$ cat config.mk
export PLATFORM = sky130hd
export DESIGN_NAME = vpu_issue_queue
export DESIGN_NICKNAME = d
export VERILOG_FILES = /design/src/rtl/vpu_pkg.sv /design/src/rtl/vpu_sync_fifo.sv /design/src/rtl/vpu_issue_queue.sv
export SDC_FILE = /design/constraint.sdc
export NUM_CORES = 1
export LEC_CHECK = 0
export BUFFER_PORTS_ARGS = -buffer_cell sky130_fd_sc_hd__clkbuf_2
export CELL_PAD_IN_SITES_DETAIL_PLACEMENT = 0
export CELL_PAD_IN_SITES_GLOBAL_PLACEMENT = 2
export CORE_MARGIN = 2
export CORE_UTILIZATION = 47
export DETAILED_ROUTE_END_ITERATION = 8
export PLACE_DENSITY = 0.93
export SETUP_SLACK_MARGIN = 0.2
export SKIP_CTS_REPAIR_TIMING = 1
export SYNTH_ARGS = -nofsm -noshare
export SYNTH_HDL_FRONTEND = slang
export SYNTH_HIERARCHICAL = 1
export SYNTH_SLANG_ARGS = --single-unit
$ cat constraint.sdc
create_clock -name clk_i -period 6.8 [get_ports clk_i]
set_clock_uncertainty 0.05 [all_clocks]
set_input_delay 1.36 -clock clk_i [delete_from_list [all_inputs] [get_ports clk_i]]
set_output_delay 1.36 -clock clk_i [all_outputs]
set_load 0.01 [all_outputs]
$ cat src/rtl/vpu_pkg.sv
// vpu_pkg: issue-queue entry layout and default sizing shared by the VPU front end.
package vpu_pkg;
  localparam int VPU_IQ_DEPTH = 4;
  localparam int VPU_IQ_MAX_OUTSTANDING = 8;
  typedef struct packed {
    logic [31:0] instr;
    logic [31:0] rs1;
    logic [31:0] rs2;
  } vpu_issue_entry_t;
endpackage

$ cat src/rtl/vpu_sync_fifo.sv
// vpu_sync_fifo: single-clock FIFO with combinational head read and occupancy count.
module vpu_sync_fifo #(
  parameter int WIDTH = 96,
  parameter int DEPTH = 4,
  localparam int AW = $clog2(DEPTH)
) (
  input  logic             clk,
  input  logic             rst_n,
  input  logic             push,
  input  logic             pop,
  input  logic [WIDTH-1:0] wdata,
  output logic [WIDTH-1:0] rdata,
  output logic             full,
  output logic             empty,
  output logic [AW:0]      count
);
  logic [WIDTH-1:0] mem [DEPTH];
  logic [AW-1:0] wptr, rptr;
  logic wr, rd;
  assign full  = count == (AW+1)'(DEPTH);
  assign empty = count == '0;
  assign wr    = push && (!full || pop);
  assign rd    = pop && !empty;
  assign rdata = mem[rptr];
  // storage is cleared so the head reads zero out of reset
  always_ff @(posedge clk or negedge rst_n) begin
    if (!rst_n) begin
      for (int i = 0; i < DEPTH; i++) mem[i] <= '0;
      wptr  <= '0;
      rptr  <= '0;
      count <= '0;
    end else begin
      if (wr) mem[wptr] <= wdata;
      wptr  <= wr ? wptr + AW'(1) : wptr;
      rptr  <= rd ? rptr + AW'(1) : rptr;
      count <= count + (AW+1)'(wr) - (AW+1)'(rd);
    end
  end
endmodule

$ cat src/rtl/vpu_issue_queue.sv
// vpu_issue_queue: CPU->VPU in-order issue buffer with outstanding-credit throttle.
// Define VPU_ISSUE_BYPASS_EN to let a push into an empty queue issue in the same cycle.
module vpu_issue_queue
  import vpu_pkg::*;
#(
  parameter int DEPTH = VPU_IQ_DEPTH,
  parameter int MAX_OUTSTANDING = VPU_IQ_MAX_OUTSTANDING
) (
  input  logic        clk_i,
  input  logic        rst_i,
  input  logic        vector_instr_valid_i,
  input  logic [31:0] vector_instr_i,
  input  logic [31:0] vector_rs1_i,
  input  logic [31:0] vector_rs2_i,
  output logic        vector_instr_ready_o,
  output logic        issue_valid_o,
  output logic [31:0] issue_instr_o,
  output logic [31:0] issue_rs1_o,
  output logic [31:0] issue_rs2_o,
  input  logic        issue_ready_i,
  input  logic        commit_i,
  output logic        vpu_busy_o,
  output logic        commit_err_o
);
  localparam int OW = $clog2(MAX_OUTSTANDING + 1);
  localparam int AW = $clog2(DEPTH);
  localparam logic [OW-1:0] OMAX = OW'(MAX_OUTSTANDING);
  vpu_issue_entry_t in_entry, head, out_entry;
  logic [OW-1:0] outstanding;
  logic [AW:0] count;
  logic full, empty, push_acc, gate_open, byp, pop_fire, fifo_push, fifo_pop;
  assign in_entry = '{instr: vector_instr_i, rs1: vector_rs1_i, rs2: vector_rs2_i};
  assign vector_instr_ready_o = !full;
  assign push_acc  = vector_instr_valid_i && !full;
  assign gate_open = outstanding != OMAX;
`ifdef VPU_ISSUE_BYPASS_EN
  assign byp = empty && push_acc && gate_open;
`else
  assign byp = 1'b0;
`endif
  assign issue_valid_o = (!empty && gate_open) || byp;
  assign out_entry     = byp ? in_entry : head;
  assign issue_instr_o = out_entry.instr;
  assign issue_rs1_o   = out_entry.rs1;
  assign issue_rs2_o   = out_entry.rs2;
  assign pop_fire  = issue_valid_o && issue_ready_i;
  // a bypassed entry that is taken immediately never touches storage
  assign fifo_push = push_acc && !(byp && issue_ready_i);
  assign fifo_pop  = pop_fire && !byp;
  assign vpu_busy_o = (count != '0) || (outstanding != '0);

  vpu_sync_fifo #(.WIDTH($bits(vpu_issue_entry_t)), .DEPTH(DEPTH)) u_fifo (
    .clk   (clk_i),
    .rst_n (rst_i),
    .push  (fifo_push),
    .pop   (fifo_pop),
    .wdata (in_entry),
    .rdata (head),
    .full  (full),
    .empty (empty),
    .count (count)
  );

  always_ff @(posedge clk_i or negedge rst_i) begin
    if (!rst_i) begin
      outstanding  <= '0;
      commit_err_o <= 1'b0;
    end else if (pop_fire && !commit_i) begin
      outstanding <= outstanding + OW'(1);
    end else if (!pop_fire && commit_i) begin
      outstanding  <= outstanding == '0 ? outstanding : outstanding - OW'(1);
      commit_err_o <= commit_err_o || outstanding == '0;
    end
  end
endmodule
# --- Word level (Yosys, flattened, before mapping) ---
# Index checks and enable logic that the tools add are counted.
op_classes:
  reduce_logical: 22
  mux: 9
  n_addsub: 6
  eq_ne: 3
  n_lt_le_gt_ge: 3
  bitwise: 3
ops:
  columns: ["operator", "count"]
  rows:
  - ["384-bit bitwise mux", 1]
  - ["96-bit 2-to-1 mux", 3]
  - ["96-bit binary-select mux with 2-bit select", 1]
  - ["96-bit demux with 2-bit select", 1]
  - ["4-bit 2-to-1 mux", 3]
  - ["1-bit logical AND", 8]
  - ["3-bit greater-or-equal comparator, second input constant", 2]
  - ["2-bit NOT with 3-bit output", 2]
  - ["2-bit by 1-bit adder with 2-bit output, second input constant", 2]
  - ["4-bit by 1-bit adder with 4-bit output, second input constant", 1]
  - ["1-bit logical NOT", 4]
  - ["4-bit logical NOT", 1]
  - ["4-bit inequality test, second input constant", 1]
  - ["2-bit AND reduction", 2]
  - ["4-bit nonzero test", 1]
  - ["4-bit by 1-bit subtractor with 4-bit output, second input constant", 1]
  - ["3-bit by 1-bit adder with 3-bit output", 1]
  - ["3-bit equality test, second input constant", 1]
  - ["3-bit logical NOT", 1]
  - ["1-bit logical OR", 3]
  - ["3-bit by 1-bit < comparator with 1-bit output, second input constant", 1]
  - ["3-bit nonzero test", 1]
  - ["3-bit by 1-bit subtractor with 3-bit output", 1]
  - ["2-bit inequality test, second input constant", 1]
  - ["2 further kinds", 2]
word_totals:
  reg_bits: 396
  out_inout_bits: 100
  word_cells: 55
  in_bits: 101

# --- Longest topological paths before layout ---
# Gate-level depths: netlist of run 1.
depth:
  depth_word: 8
  ltp_mapped: 12
  mapped_depth_nobuf: 12

# --- Modules after synthesis ---
# The synthesis of run 1 kept the hierarchy.
modules_own_cells:
  columns: ["mod", "seq_area_each_um2", "area_per_inst_um2", "instances", "cells_each"]
  rows:
  - ["vpu_sync_fifo", 9784.4, 16945.0, 1, 965]
  - ["vpu_issue_queue", 125.1, 356.6, 1, 35]

# --- Worst setup path after synthesis of run 1 ---
# Ideal clock, no wire load.
synth_timing:
  path_kind: "input -> register"
  start: "input issue_ready_i"
  end: "register u_fifo.count[2]"
  stages: 10
  path_slack_ps: 3545
  required_time_ps: 6670
  n_path_buf: 0
  arrival_time_ps: 3125
  cell_sequence: "nand2_1 -> inv_1 -> nor4b_4 -> nand2b_1 -> ha_1 -> inv_1 -> ha_1 -> fa_1 -> xnor2_1 -> xnor2_1"
synth_between:
  elab_chain_len: 5
  elab_cells_between_ends: 6
synth_rtl:
  columns: ["element", "line_no", "rtl"]
  rows:
  - ["start, declared", "vpu_issue_queue.sv:20", "input logic issue_ready_i,"]
  - ["1-bit logical AND *", "vpu_issue_queue.sv:46", "assign pop_fire = issue_valid_o && issue_ready_i;"]
  - ["via fifo_pop", "vpu_issue_queue.sv:31", "logic full, empty, push_acc, gate_open, byp, pop_fire, fifo_push, fifo_pop;"]
  - ["1-bit logical OR", "vpu_sync_fifo.sv:22", "assign wr = push && (!full || pop);"]
  - ["1-bit logical AND", "vpu_sync_fifo.sv:22", null]
  - ["3-bit by 1-bit adder with 3-bit output", "vpu_sync_fifo.sv:36", "count <= count + (AW+1)'(wr) - (AW+1)'(rd);"]
  - ["3-bit by 1-bit subtractor with 3-bit output *", "vpu_sync_fifo.sv:36", null]
  - ["end signal, assigned", "vpu_sync_fifo.sv:36", null]
  - ["end, declared", "vpu_sync_fifo.sv:15", "output logic [AW:0] count"]
# The timed path passes the listed nets; every way through them passes the cells marked *.
# A chain may end at the register's enable or synchronous reset.

# --- Worst setup path in the final report of run 1 ---
layout_timing:
  start: "register u_fifo.rptr[0]"
  end: "output issue_rs1_o[3]"
layout_between:
  elab_chain_len: 4
layout_rtl:
  columns: ["element", "line_no", "rtl"]
  rows:
  - ["start, declared", "vpu_sync_fifo.sv:18", "logic [AW-1:0] wptr, rptr;"]
  - ["start signal, assigned", "vpu_sync_fifo.sv:35", "rptr <= rd ? rptr + AW'(1) : rptr;"]
  - ["2-bit NOT with 3-bit output (implied by the code)", "vpu_sync_fifo.sv:24", "assign rdata = mem[rptr];"]
  - ["96-bit binary-select mux with 2-bit select", "vpu_sync_fifo.sv:24", null]
  - ["96-bit 2-to-1 mux (implied by the code) (2 in series)", "vpu_sync_fifo.sv:24", null]
  - ["end, declared", "vpu_issue_queue.sv:18", "output logic [31:0] issue_rs1_o,"]
# Every way passes these cells. The select of a mux whose other input is x is not followed.

==> results of run 1 <==
## logic make-up after synthesis
family                     synth area share (%)
muxes                                      37.6
DFF                                        57.3
buffers and inverters                      2.57
and+or+nand+nor                           0.882
adders and majority gates                 0.955
xor gates and xnor gates                  0.405
AOI/OAI and AO/OA                         0.275
## where the power goes
part | switching, uW | internal (uW)
Combinational | 1780 | 2610
Clock | 911 | 1450
Sequential | 769 | 3580
## metal layers
| layer | GRT usage, % | routed length (um) | vias up |
|---|---|---|---|
| li1 | - | - | 4133 |
| met1 | 25.3 | 15300 | 4899 |
| met2 | 31.5 | 17200 | 154 |
| met3 | 4.38 | 1710 | 46 |
| met4 | 6.06 | 682 | 0 |
| met5 | 0 | 0 | - |
## worst max path at each step
stage,from,end,slack (ns),depth (start not counted)
6_report,u_fifo/rptr[0],issue_rs1_o[3],2.51,3
5_1_grt,u_fifo/rptr[0],issue_instr_o[24],2.29,3
4_1_cts,u_fifo/rptr[0],issue_instr_o[24],2.38,3
3_5_place_dp,vector_instr_valid_i,u_fifo/mem[210],2.90,6
3_3_place_gp,vector_instr_valid_i,u_fifo/mem[228],2.90,6
2_1_floorplan,issue_ready_i,u_fifo/count[2],3.54,10
## worst reg2reg max path, stage by stage, from the launching register on
cell     delay (ns)
dfrtp_1        0.48
nor3_1         0.10
a21oi_1        0.21
nand2_1        0.10
inv_1          0.15
nor4b_4        0.11
nor2_4         0.84
buf_4          0.53
mux2_2         0.41
## through the flow
step	utilization, %	total power [uW]	instances	hold WS [ns]
2_1_floorplan	-	7450	1000	0.425
3_3_place_gp	51.2	8690	1618	0.414
3_5_place_dp	51.2	8880	1618	0.413
4_1_cts	55.2	11300	1695	0.436
5_1_grt	55.2	11800	1695	0.446
6_report	55.2	11100	1696	0.434
## area by class of cell
type / count / area share, %
Antenna cell: 1 / 0.0124
Clock inverter: 15 / 0.908
Multi-Input combinational cell: 533 / 34.6
Tap cell: 468 / 2.91
Sequential cell: 396 / 49.3
Inverter: 9 / 0.168
Clock buffer: 62 / 6.31
Timing Repair Buffer: 212 / 5.78
## flip-flops by register name, indices dropped and copies added, names as in the netlist
name,count
commit_err_o,1
outstanding,4
u_fifo/count,3
u_fifo/mem,384
u_fifo/rptr,2
u_fifo/wptr,2
## Yosys cell counts (all sizes together)
master	instances
nand2	7
nor2	6
xor2	2
nand2b	1
or4	2
fa	2
buf	54
nor2b	1
nor3	3
nor4	1
nand3	1
nor4b	1
mux4	96
mux2	386
xnor2	6
a21oi	2
clkbuf	8
ha	10
o31ai	1
dfrtp	396
nor3b	1
a211oi	1
a31oi	1
o31a	1
inv	9
a21o	1
==> qor.txt, run 1 <==
CP top delay family - flip-flops
Unique cell type count in the Yosys netlist - 30
Initial core utilization - 47.5%
Reg2reg start - outstanding[0]
Crit path largest cell delay - 0.98 ns
H-tree depth - 2
Hold Path End - commit_err_o
Mapped cell area - 0.0173 sq mm
Startpoint types - flip-flop
FF-to-FF setup slack - 3.70 ns
GPL Wtd Cong - 0.705
Latest clock arrival within the worst-skew pair - 0.54 ns
Buf/Inv on CP - 2
Clock root buffer - clkbuf_16
Total GRT Usage - 19.1%
Multi-input gate area - 0.00697 sq mm
First-pass iteration count of the detailed router - 4
Placement Cell Area - 0.0187 sq mm
Reg-to-reg endpoint - u_fifo/mem[226]
WHS Path Cells - 1
Pwr dens - 552 mW/mm^2
Cell taking the most area after synthesis - dfrtp_1
HP Class - flip-flop to flip-flop
Maxcap violations - 0
Fin. max-slew vios - 0
Minimum clock period - 4.29 ns
Initial antenna violation count - 1
Core Rows - 70
Dpl ws - 2.90 ns
Sequential area share after synthesis - 57.3%
R2R cell count - 8
Crit path max-delay cell type - dfrtp_4
TritonCTS buffer count - 43
Most common cell after layout, fill and taps aside - dfrtp_1
I/O pin cnt - 201
Relative slew slack - 28.7%
Commonest cells after routing, fill and taps aside - dfrtp_1, mux2_2, clkbuf_2
Ys Warns - 6
DR iter-0 viols - 401
Max Buffers Root-to-Sink - 3
Layout cell share with drive strength beyond 1 - 62.9%
Cells along the critical path - buf_12 -> mux4_2 -> clkbuf_2
Fin crit share - 63.1%
Kind of end point of the critical path - primary output
DR WL/cell - 20.6 um
Peak VDD IR - 290 uV
Cells after Synth - 1000
Peak Freq - 0.233 GHz
Finish-stage setup viols - 0
Core ar. - 0.0364 sq mm
CTS tree - done
Total number of vias - 9232
ANT nets after route - 0
Leading post-synthesis cells by cell area - dfrtp_1, mux2_2, mux4_2, buf_6, buf_2
Storage cell area - 0.00992 sq mm
First-pass GRT wire length - 57500 um
Fin area - 0.0201 sq mm
Crit path required time - 5.39 ns
Vias in the first global route - 10300
Post-Synthesis Net Count - 1113
Hold Fails Final Rpt - 0
Share of the synthesized area in the top cell type - 57.3%
Clock transition at the registers of the reported paths - 0.06 ns
Crit Path Class - flip-flop to primary output
GR Overflow Total - 0
NumNets Final - 1308
Die Height - 196 um
Clock sinks - 396
Filler cell count - 2896
Synth Register Bits - 396
Worst-margin pin slew - 1.07 ns
Port bufs - 200
Number of vias per cell - 5.44
Die Wd - 196 um
Avg Cell Area, Syn - 17.3 sq um
Die Area - 0.0384 sq mm
Setup TNS - 0 ns
Worst Path Max Fanout - 59
Hold Startpoint - commit_err_o
P_leak - 0.00862 uW
DRC - 0
Largest net degree at the start of global routing - 179
CP Data Arrival Time - 2.88 ns
Total Wirelength - 34900 um
Setup WS post-layout - 2.51 ns
RSZ-0062 raised after global routing - no
Status - finished clean
Synth-to-layout area growth - 16.3%
Dpl hpwl - 21400 um
Note: power is estimated with default switching activity, not from simulation.
==> run 2: changes to the inputs <==
Settings changed: ABC_AREA from default to 1, CORE_UTILIZATION 47 to 35, PLACE_DENSITY 0.93 to 0.86.
Clock period 6.8 ns to 4.5 ns, I/O delays scaled along.
==> qor.txt, run 2 <==
Ys Warns - 6 (unchanged)
Final total power - 18100 uW (+63%)
Total GRT Usage - 22.4% (+3.3 points)
ANT nets after route - 0 (unchanged)
Max reg flops - 384 (unchanged)
Worst-margin pin slew - 1.15 ns (+0.0851 ns)
CP Data Arrival Time - 2.65 ns (-0.23 ns)
Relative slew slack - 23.2% (-5.5 points)
Core ar. - 0.0539 sq mm (+48%)
FF-to-FF setup slack - 1.59 ns (-2.11 ns)
Multi-input gate area - 0.00813 sq mm (+17%)
Share of the synthesized area in the top cell type - 51.8% (-5.4 points)
FFs w/ async S/R, synth - 100% (unchanged)
Hold Fails Final Rpt - 0 (unchanged)
Total Wirelength - 64000 um (+83%)
Die Area - 0.0565 sq mm (+47%)
Vias in the first global route - 16800 (+64%)
Post-synth EDFFs - 0 (unchanged)
First-pass iteration count of the detailed router - 5 (+1)
Max Buffers Root-to-Sink - 3 (unchanged)
Total number of vias - 17500 (+90%)
Util after Layout - 40.6% (-15 points)
Synth Area in Adders - 0.864% (-0.091 points)
Peak VDD IR - 674 uV (+130%)
Xor and xnor area share after synthesis - 0.275% (-0.13 points)
Crit Path Class - flip-flop to primary output
Core Rows - 85 (+21%)
Largest regs - u_fifo/mem x384, outstanding x4, u_fifo/count x3
First-pass GRT wire length - 100000 um (+75%)
Startpoint types - flip-flop
DRC - 0 (unchanged)
Clock transition at the registers of the reported paths - 0.06 ns (about the same)
Initial antenna violation count - 7 (+6)
Setup TNS - 0 ns (unchanged)
Sequential area share after synthesis - 51.8% (-5.4 points)
RSZ-0062 raised after global routing - no
Initial core utilization - 35.5% (-12 points)
Reg-to-reg endpoint - u_fifo/mem[333]
Top reg by flops - u_fifo/mem
Post-Synthesis Net Count - 2461 (+120%)
Die Height - 238 um (+21%)
Unique cell type count in the Yosys netlist - 26 (-13%)
Storage cell area - 0.00991 sq mm (about the same)
Worst Path Max Fanout - 27 (-54%)
Die Wd - 238 um (+21%)
Status - finished clean
Avg Cell Area, Syn - 8.14 sq um (-53%)
Combinational family with the most area after synthesis - simple AND/OR/NAND/NOR gates
P_leak - 0.0110 uW (+28%)
Pwr dens - 826 mW/mm^2 (+50%)
DR iter-0 viols - 1427 (+260%)
Cell taking the most area after synthesis - dfrtp_1
Peak Freq - 0.277 GHz
Maxcap violations - 0 (unchanged)
Synth Register Bits - 396 (unchanged)
Dpl hpwl - 32000 um (+50%)
HP Class - input port to async pin
R2R cell count - 13 (+5)
Filler cell count - 5492 (+90%)
Mapped cell area - 0.0191 sq mm (+10%)
Crit path required time - 3.55 ns (-1.84 ns)
Most common cell after layout, fill and taps aside - nand2_1
Synth-to-layout area growth - 14.5%
Leading post-synthesis cells by cell area - dfrtp_1, nand2_1, nand4_1, o21ai_0, nor2_1
GR Overflow Total - 0 (unchanged)
DR WL/cell - 20.5 um (-0.60%)
Clock root buffer - clkbuf_16
Mux share of post-synthesis cell area - 0% (-38 points)
Layout cell share with drive strength beyond 1 - 13.3% (-50 points)
NumNets Final - 2509 (+92%)
Ys flop type - dfrtp_1
Port bufs - 200 (unchanged)
Most common cell in the netlist - nand2_1
Fin crit share - 80.1%
Compound-gate portion of the synthesized area - 8.29% (+8.0 points)
CTS tree - done
Kind of end point of the critical path - primary output
TritonCTS buffer count - 47 (+9.3%)
Largest net degree at the start of global routing - 217 (+21%)
I/O pin cnt - 201 (unchanged)
Reg2reg start - u_fifo/count[1]
Most instantiated cells after synthesis - nand2_1, dfrtp_1, nand4_1, nor2_1, o21ai_0
H-tree depth - 2 (unchanged)
Clock sinks - 396 (unchanged)
Latest clock arrival within the worst-skew pair - 0.58 ns (+0.04 ns)
Finish-stage setup viols - 0 (unchanged)
Cells after Synth - 2348 (+130%)
GPL Wtd Cong - 0.746 (+5.8%)
Simple-gate share of the synthesized area - 32.6% (+32 points)
Number of vias per cell - 5.60 (+2.8%)
Minimum clock period - 3.60 ns
Commonest cells after routing, fill and taps aside - nand2_1, dfrtp_1, nand4_1
Fin. max-slew vios - 0 (unchanged)
-- run 2: changes by cell type after synthesis, sizes merged, moves of 11 or more --
cell / before / now
o21ai: 0 / 194
nand2: 7 / 793
nand4: 0 / 384
o22ai: 0 / 96
nor2: 6 / 198
mux2: 386 / 0
clkbuf: 8 / 69
mux4: 96 / 0
buf: 54 / 165
inv: 9 / 20
-- run 2: cells by family (layout without fill, tap and decap cells) --
group                    count (synthesis)  in the layout
AO/OA/AOI/OAI                          292            292
XOR/XNOR                                 6              6
adder cells (fa/ha/maj)                 12             12
buffers and inverters                  254            335
flip-flops                             396            396
other                                    0              2
AND/OR/NAND/NOR                       1388           1388
-- run 2: per-stage QoR --
stage / instance area, sq um / cells / worst slack [ns] / hold WS, ns
2_1_floorplan: 19100 / 2348 / 1.68 / 0.387
3_3_place_gp: 20400 / 3043 / 1.47 / 0.398
3_5_place_dp: 20400 / 3043 / 1.44 / 0.403
4_1_cts: 21900 / 3125 / 0.889 / 0.369
5_1_grt: 21900 / 3126 / 0.725 / 0.406
6_report: 21900 / 3127 / 0.895 / 0.332
-- run 2: how the worst max path moves through the flow --
stage	start	end
after floorplan	vector_instr_valid_i	u_fifo/count[2]
after global placement	issue_ready_i	u_fifo/mem[65]
after detailed placement	vector_instr_valid_i	u_fifo/mem[253]
after CTS	u_fifo/rptr[1]	issue_instr_o[10]
after global routing	u_fifo/rptr[1]	issue_instr_o[10]
final	u_fifo/rptr[1]	issue_instr_o[10]
-- run 2: layout make-up --
| type | instances | area share, % |
|---|---|---|
| Clock inverter | 4 | 0.0914 |
| Inverter | 20 | 0.377 |
| Clock buffer | 78 | 6.83 |
| Antenna cell | 2 | 0.0229 |
| Timing Repair Buffer | 233 | 6.26 |
| Tap cell | 696 | 3.98 |
| Sequential cell | 396 | 45.3 |
| Multi-Input combinational cell | 1698 | 37.1 |
-- run 2: per-layer routing --
layer / wire, um / vias to the layer above / track usage [%]
li1: - / 8154 / -
met1: 27800 / 8700 / 30.5
met2: 30400 / 548 / 36.5
met3: 4390 / 90 / 4.05
met4: 1320 / 12 / 6.16
met5: 84 / - / 0
-- run 2: worst max-delay path, stage by stage (launching register included) --
cell	delay [ns]
dfrtp_2	0.60
inv_2	0.37
buf_4	0.41
o21ai_0	0.15
o22ai_1	0.34
clkbuf_2	0.21
-- run 2: power breakdown --
part	total, uW	internal [uW]	leakage, uW	switching [uW]
combinational	8240	2550	0.00528	5690
sequential	6100	5200	0.00497	898
clock	3750	2240	0.000750	1510
total	18100	9990	0.0110	8100
